**src/rtl/mem_arb_pkg.sv**
```systemverilog
`default_nettype none
// ============================================================================
//  Module   : mem_arb_pkg
//  Purpose  : Shared types and constants for the data-memory port arbiter.
//  Revision : 1.0
// ============================================================================
package mem_arb_pkg;

  typedef enum logic {
    CPU_PRI   = 1'b0,
    DMA_BURST = 1'b1
  } arb_state_e;

  localparam int unsigned C_PERIPH_BIT = 30;
  localparam int unsigned C_STAT_W     = 16;

endpackage
`default_nettype wire

```
**src/rtl/mem_arb_sat_cnt.sv**
```systemverilog
`default_nettype none
// ============================================================================
//  Module   : mem_arb_sat_cnt
//  Purpose  : Saturating up-counter with synchronous clear.
//  Revision : 1.0
// ============================================================================
module mem_arb_sat_cnt #(
  parameter int               WIDTH   = 4,
  parameter logic [WIDTH-1:0] MAX_VAL = '1
) (
  input  logic             clk,
  input  logic             reset,
  input  logic             clr_i,
  input  logic             inc_i,
  output logic [WIDTH-1:0] cnt_o
);

  logic [WIDTH-1:0] cnt_q;

  always_ff @(posedge clk) begin
    if (reset || clr_i) begin
      cnt_q <= '0;
    end else if (inc_i && (cnt_q != MAX_VAL)) begin
      cnt_q <= cnt_q + WIDTH'(1);
    end
  end

  assign cnt_o = cnt_q;

endmodule
`default_nettype wire

```
**src/rtl/mem_bus_arbiter.sv**
```systemverilog
`default_nettype none
// ============================================================================
//  Module   : mem_bus_arbiter
//  Purpose  : CPU-priority arbiter for the data-memory port with bounded DMA
//             bursts; ARB_STATS_EN adds stall / DMA-beat statistics outputs.
//  Revision : 1.0
// ============================================================================
module mem_bus_arbiter
  import mem_arb_pkg::*;
#(
  parameter int DATA_W     = 32,
  parameter int ADDR_W     = 32,
  parameter int STARVE_MAX = 8,
  parameter int BURST_MAX  = 4
) (
  input  logic              clk,
  input  logic              reset,
  input  logic              cpu_req,
  input  logic              cpu_wr,
  input  logic [ADDR_W-1:0] cpu_addr,
  input  logic [DATA_W-1:0] cpu_wdata,
  output logic              cpu_gnt,
  output logic              cpu_stall,
  input  logic              dma_req,
  input  logic              dma_wr,
  input  logic [ADDR_W-1:0] dma_addr,
  input  logic [DATA_W-1:0] dma_wdata,
  output logic              dma_gnt,
  output logic              dma_err,
  output logic [DATA_W-1:0] rdata,
  output logic              mem_rd,
  output logic              mem_wr,
  output logic [ADDR_W-1:0] mem_addr,
  output logic [DATA_W-1:0] mem_wdata,
  input  logic [DATA_W-1:0] mem_rdata
`ifdef ARB_STATS_EN
  ,
  output logic [C_STAT_W-1:0] stat_stall,
  output logic [C_STAT_W-1:0] stat_dma
`endif
);

  localparam int STARVE_W = $clog2(STARVE_MAX + 1);
  localparam int BURST_W  = (BURST_MAX > 1) ? $clog2(BURST_MAX) : 1;
  localparam logic [STARVE_W-1:0] STARVE_LAST = STARVE_W'(STARVE_MAX - 1);
  localparam logic [STARVE_W-1:0] STARVE_TOP  = STARVE_W'(STARVE_MAX);
  localparam logic [BURST_W-1:0]  BURST_LAST  = BURST_W'(BURST_MAX - 1);

  arb_state_e          state_q, state_d;
  logic [BURST_W-1:0]  burst_q, burst_d;
  logic [STARVE_W-1:0] starve_q;

  logic w_in_burst;
  logic w_dma_refused;
  logic w_burst_start;
  logic w_burst_end;

  assign w_in_burst = (state_q == DMA_BURST);

  always_comb begin
    cpu_gnt = 1'b0;
    dma_gnt = 1'b0;
    if (!reset) begin
      if (w_in_burst) begin
        dma_gnt = dma_req;
        cpu_gnt = cpu_req & ~dma_req;
      end else begin
        cpu_gnt = cpu_req;
        dma_gnt = dma_req & ~cpu_req;
      end
    end
  end

  assign cpu_stall     = cpu_req & ~cpu_gnt & ~reset;
  assign dma_err       = dma_gnt & dma_addr[C_PERIPH_BIT];
  assign w_dma_refused = dma_req & ~dma_gnt & ~reset;

  // The refusal that brings the count to STARVE_MAX opens the burst on the next cycle.
  assign w_burst_start = ~w_in_burst & w_dma_refused & (starve_q >= STARVE_LAST);
  assign w_burst_end   = w_in_burst & ~reset &
                         (~dma_req | (dma_gnt & (burst_q == BURST_LAST)));

  mem_arb_sat_cnt #(
    .WIDTH   (STARVE_W),
    .MAX_VAL (STARVE_TOP)
  ) u_starve_cnt (
    .clk   (clk),
    .reset (reset),
    .clr_i (dma_gnt | w_burst_end),
    .inc_i (w_dma_refused),
    .cnt_o (starve_q)
  );

  always_comb begin
    state_d = state_q;
    burst_d = burst_q;
    if (w_burst_start) begin
      state_d = DMA_BURST;
      burst_d = '0;
    end else if (w_burst_end) begin
      state_d = CPU_PRI;
      burst_d = '0;
    end else if (w_in_burst && dma_gnt) begin
      burst_d = burst_q + BURST_W'(1);
    end
  end

  always_ff @(posedge clk) begin
    if (reset) begin
      state_q <= CPU_PRI;
      burst_q <= '0;
    end else begin
      state_q <= state_d;
      burst_q <= burst_d;
    end
  end

  always_comb begin
    mem_rd    = 1'b0;
    mem_wr    = 1'b0;
    mem_addr  = cpu_addr;
    mem_wdata = cpu_wdata;
    if (reset) begin
      mem_addr  = '0;
      mem_wdata = '0;
    end else if (cpu_gnt) begin
      mem_rd = ~cpu_wr;
      mem_wr = cpu_wr;
    end else if (dma_gnt) begin
      mem_addr  = dma_addr;
      mem_wdata = dma_wdata;
      // Peripheral-space beats complete without touching memory.
      mem_rd    = ~dma_wr & ~dma_err;
      mem_wr    = dma_wr & ~dma_err;
    end
  end

  assign rdata = mem_rdata;

`ifdef ARB_STATS_EN
  mem_arb_sat_cnt #(
    .WIDTH   (C_STAT_W),
    .MAX_VAL ('1)
  ) u_stat_stall (
    .clk   (clk),
    .reset (reset),
    .clr_i (1'b0),
    .inc_i (cpu_stall),
    .cnt_o (stat_stall)
  );

  mem_arb_sat_cnt #(
    .WIDTH   (C_STAT_W),
    .MAX_VAL ('1)
  ) u_stat_dma (
    .clk   (clk),
    .reset (reset),
    .clr_i (1'b0),
    .inc_i (dma_gnt),
    .cnt_o (stat_dma)
  );
`endif

endmodule
`default_nettype wire

```
**config.mk**
```make
export PLATFORM = sky130hd
export DESIGN_NAME = mem_bus_arbiter
export DESIGN_NICKNAME = d
export VERILOG_FILES = /design/src/rtl/mem_arb_pkg.sv /design/src/rtl/mem_arb_sat_cnt.sv /design/src/rtl/mem_bus_arbiter.sv
export SDC_FILE = /design/constraint.sdc
export NUM_CORES = 1
export LEC_CHECK = 0
export BUFFER_PORTS_ARGS = -buffer_cell sky130_fd_sc_hd__clkbuf_2
export CAP_MARGIN = 20
export CORE_AREA = 2 2 104 106
export CTS_BUF_LIST = sky130_fd_sc_hd__clkbuf_2
export DETAILED_ROUTE_END_ITERATION = 10
export DIE_AREA = 0 0 106 108
export GPL_ROUTABILITY_DRIVEN = 1
export PLACE_DENSITY_LB_ADDON = 0.15
export SYNTH_ARGS = -nofsm -noshare
export SYNTH_HDL_FRONTEND = slang
export SYNTH_SLANG_ARGS = --single-unit
```
**constraint.sdc**
```tcl
create_clock -name clk -period 1.7 [get_ports clk]
set_input_delay 0.34 -clock clk [delete_from_list [all_inputs] [get_ports clk]]
set_output_delay 0.34 -clock clk [all_outputs]
set_load 0.02 [all_outputs]
```
==> impl_metrics.py <==
metrics = {
    "power": {
        "p_sw_uw": 448,
        "ir_drop_uv": 115,
        "pwr_density_cell_nw_per_um2": 334,
        "power_mw": 1.14,
        "internal_power_uw": 693,
        "power.share.clock": 0.115,
        "power.switching_fraction": 0.393,
        "power.combinational.fraction": 0.739,
        "seqPwrFrac": 0.145,
        "total_leakage_power_nw": 1.90,
    },
    "sta": {
        "part_of_the_cycle_the_worst_path_needs": 1.13,
        "timing_worst_slew_pin_value_ps": 342,
        "timing.max_slew.rel_slack": 0.769,
        "final-hold-violation-count": 0,
        "timing.final.max_slew_violations": 0,
        "rsz0062_at_grt": "true",
        "fmaxAchievable_mhz": 520,
        "setup_viol": 66,
        "timing.final.crit_period_ps": 1920,
        "layout_setup_ws_ps": -222,
        "clock_skew_ps": 6.81,
    },
    "route": {
        "route.detailed.drc": 0,
        "viasPerCell": 4.15,
        "wl_um": 7820,
        "vias": 2262,
        "routed_antenna_nets": 0,
        "first_iter_violations": 31,
        "wl_per_cell_um": 14.4,
        "detailedRoute.firstPassIterationCount": 4,
    },
    "place": {
        "place.gp.congestion": 0.800,
        "area_of_placed_instances_um2": 2900,
        "dp_cells": 532,
        "placement.io_buffers": 203,
        "dp_hpwl_um": 5850,
    },
    "hold_path": {
        "timing.hold.worst_path_depth": 2,
        "worst_hold_path_type": "reg2reg",
        "holdCritStartpoint": "burst_q[1]",
        "timing.hold.worst_endpoint": "burst_q[1]",
    },
    "setup_path": {
        "regToRegSetupSlack_ps": 180,
        "cells_on_worst_reg2reg_path": 4,
        "cp_max_fo": 16,
        "path_class": "in2out",
        "critical_path_required_ps": 1360,
        "crit_arrival_ps": 1580,
        "timing.critical_path.to_type": "output pin",
        "worstReg2RegEnd": "u_starve_cnt.cnt_o[2]",
        "critical_path.reg2reg.startpoint": "state_q",
        "startpoint_type": "primary input",
    },
    "floorplanning": {
        "design.portCount": 268,
        "die_h_um": 108,
        "core.rowCount": 37,
        "floorplan.die.width_um": 106,
        "placeable_core_region_um2": 10200,
        "dieArea_um2": 11400,
        "initial_utilization": 0.185,
    },
    "clocking": {
        "number_of_h_tree_levels": 1,
        "cts.clk_slew.worst_paths_ps": 70,
        "tritoncts_clock_tree": "built",
        "max-clock-path-buffers": 2,
        "clock_insertion_delay_worst_skew_ps": 240,
        "holdBufCountCts": 0,
        "cts.sinks": 7,
        "clock-root-buffer": "sky130_fd_sc_hd__clkbuf_2",
        "cts_bufs_inserted": 3,
    },
    "final_layout": {
        "design_area_um2": 3420,
        "post_layout_nonfiller_instances": 545,
        "antenna-diode-count": 0,
        "fillerInstances": 1115,
        "area_growth_from_synthesis_to_final_layout_pct": 80.9,
        "final_net_count": 579,
        "fin_util": 0.334,
        "drive_gt1_frac": 0.687,
    },
    "logic_synthesis": {
        "post_synth_instance_area_um2": 1890,
        "async_flop_share": 0,
        "post-synth-top-area-fraction": 0.256,
        "synth_area_leader_cell": "sky130_fd_sc_hd__mux2_1",
        "netlist_instances": 227,
        "synth.most_common_cell": "sky130_fd_sc_hd__nor2b_1",
        "post_synth_num_cell_types": 35,
        "syn_nets": 396,
        "post_synth_most_frequent_cells": "sky130_fd_sc_hd__nor2b_1, sky130_fd_sc_hd__mux2_1, sky130_fd_sc_hd__buf_4",
        "synth-seq-cells": 7,
        "part_of_the_yosys_area_used_for_sequential_elements": 0.0741,
        "synth_edf_count": 0,
        "syn_avg_cell_area_um2": 8.33,
        "netlist_top_cells_area": "sky130_fd_sc_hd__mux2_1, sky130_fd_sc_hd__nor2b_1, sky130_fd_sc_hd__buf_4",
        "ys.warnings.count": 0,
        "synth_ff_type": "sky130_fd_sc_hd__dfxtp_1",
    },
    "global_routing": {
        "grt_start_max_net_pins": 38,
        "grt_first_pass_wirelength_um": 11000,
        "grt.busiest_layer": "met2",
        "grt_util_all_layers": 0.119,
        "globalRouteMet3Util": 0.0374,
        "gr-total-overflow": 0,
        "global_route.usage.met1": 0.123,
        "grt_antenna_before_repair": 0,
        "grt_util_met2": 0.233,
        "via_count_of_the_first_global_routing_pass": 2313,
    },
    "outcome": {
        "failed_checks": "setup timing",
        "outcome": "finished with violations",
    },
    "run": {
        "maxCapViolCount": 0,
    },
}
[layout make-up]
class,count,area [um2],area share
clock buffer,4,20.0,0.00585
timing repair buffer,224,1540,0.450
inverter,8,35.0,0.0102
multi-input combinational,166,1510,0.443
tap,136,170,0.0497
sequential,7,141,0.0413
[power groups by stage]
| stage | Clock [mW] | Combinational (mW) | Sequential, mW |
|---|---|---|---|
| final | 0.131 | 0.844 | 0.166 |
| after global routing | 0.144 | 0.904 | 0.166 |
| after CTS | 0.137 | 0.716 | 0.166 |
| after detailed placement | 0 | 0.678 | 0.170 |
| after global placement | 0 | 0.678 | 0.170 |
| after floorplan | 0 | 0.486 | 0.170 |
[layer usage]
layer	part of all wire	up-vias
met5	0	-
met4	0.0092	0
met3	0.086	8
met2	0.54	113
met1	0.36	1042
li1	-	1099
[repair_timing]
item	4_1_cts	5_1_grt
hold endpoints to repair	0	0
buffers inserted	4	1
setup endpoints to repair	67	68
cloned	3	2
resized for setup	11	154
pin swaps	3	1
[sequential cells by signal, indices dropped and copies added, names as in the netlist]
signal	count
burst_q	2
u_starve_cnt.cnt_o	4
state_q	1
[critical path, stage by stage]
cell	delay, ps
sky130_fd_sc_hd__clkbuf_2	90
sky130_fd_sc_hd__and2b_2	240
sky130_fd_sc_hd__o21ai_4	90
sky130_fd_sc_hd__buf_4	150
sky130_fd_sc_hd__buf_12	140
sky130_fd_sc_hd__mux2_2	360
sky130_fd_sc_hd__clkbuf_2	160
[cell families (layout without fill, tap and decap cells)]
| group | Yosys count | in the layout | synth area share |
|---|---|---|---|
| multiplexers | 64 | 64 | 0.381 |
| AO/OA/AOI/OAI | 17 | 17 | 0.0602 |
| adder cells (fa/ha/maj) | 3 | 3 | 0.0199 |
| AND/OR/NAND/NOR | 81 | 81 | 0.270 |
| XOR/XNOR | 1 | 1 | 0.00463 |
| buffers and inverters | 54 | 236 | 0.191 |
| flip-flops | 7 | 7 | 0.0741 |
[how the worst max path moves through the flow]
stage / from / endpoint / slack, ps / depth (start not counted)
floorplan: reset / mem_wdata[10] / 20 / 5
global placement: reset / mem_wdata[26] / -170 / 6
detailed placement: reset / mem_wdata[26] / -170 / 6
CTS: reset / mem_addr[25] / -200 / 7
global route: state_q / mem_addr[5] / -280 / 5
finish: reset / mem_wdata[26] / -220 / 7
[metrics by stage]
stage                     worst slack [ps]  hold WS (ps)  setup TNS, ps
after detailed placement              -174           463          -9260
after CTS                             -203           476         -11660
final                                 -222           475         -11850
after floorplan                       22.3           439              0
after global routing                  -283           517         -15860
after global placement                -171           450          -8690
[cells in the final DEF, fill, tap and decap left out, types with 3 or more instances in the layout]
cell type                  Yosys  final
sky130_fd_sc_hd__ha_1          3      3
sky130_fd_sc_hd__mux2_1       43     16
sky130_fd_sc_hd__mux2_4        0     29
sky130_fd_sc_hd__nor2b_1      63     63
sky130_fd_sc_hd__clkbuf_2      0    150
sky130_fd_sc_hd__dfxtp_1       7      6
sky130_fd_sc_hd__buf_16        0      3
sky130_fd_sc_hd__buf_4        33     13
sky130_fd_sc_hd__buf_6         4     32
sky130_fd_sc_hd__mux2_2       20     18
sky130_fd_sc_hd__inv_1         7      7
sky130_fd_sc_hd__o21ai_0       4      4
sky130_fd_sc_hd__buf_2         3     22
sky130_fd_sc_hd__a21oi_1       4      4
sky130_fd_sc_hd__buf_12        0      4
No activity file was read; power rests on OpenSTA's default activity.
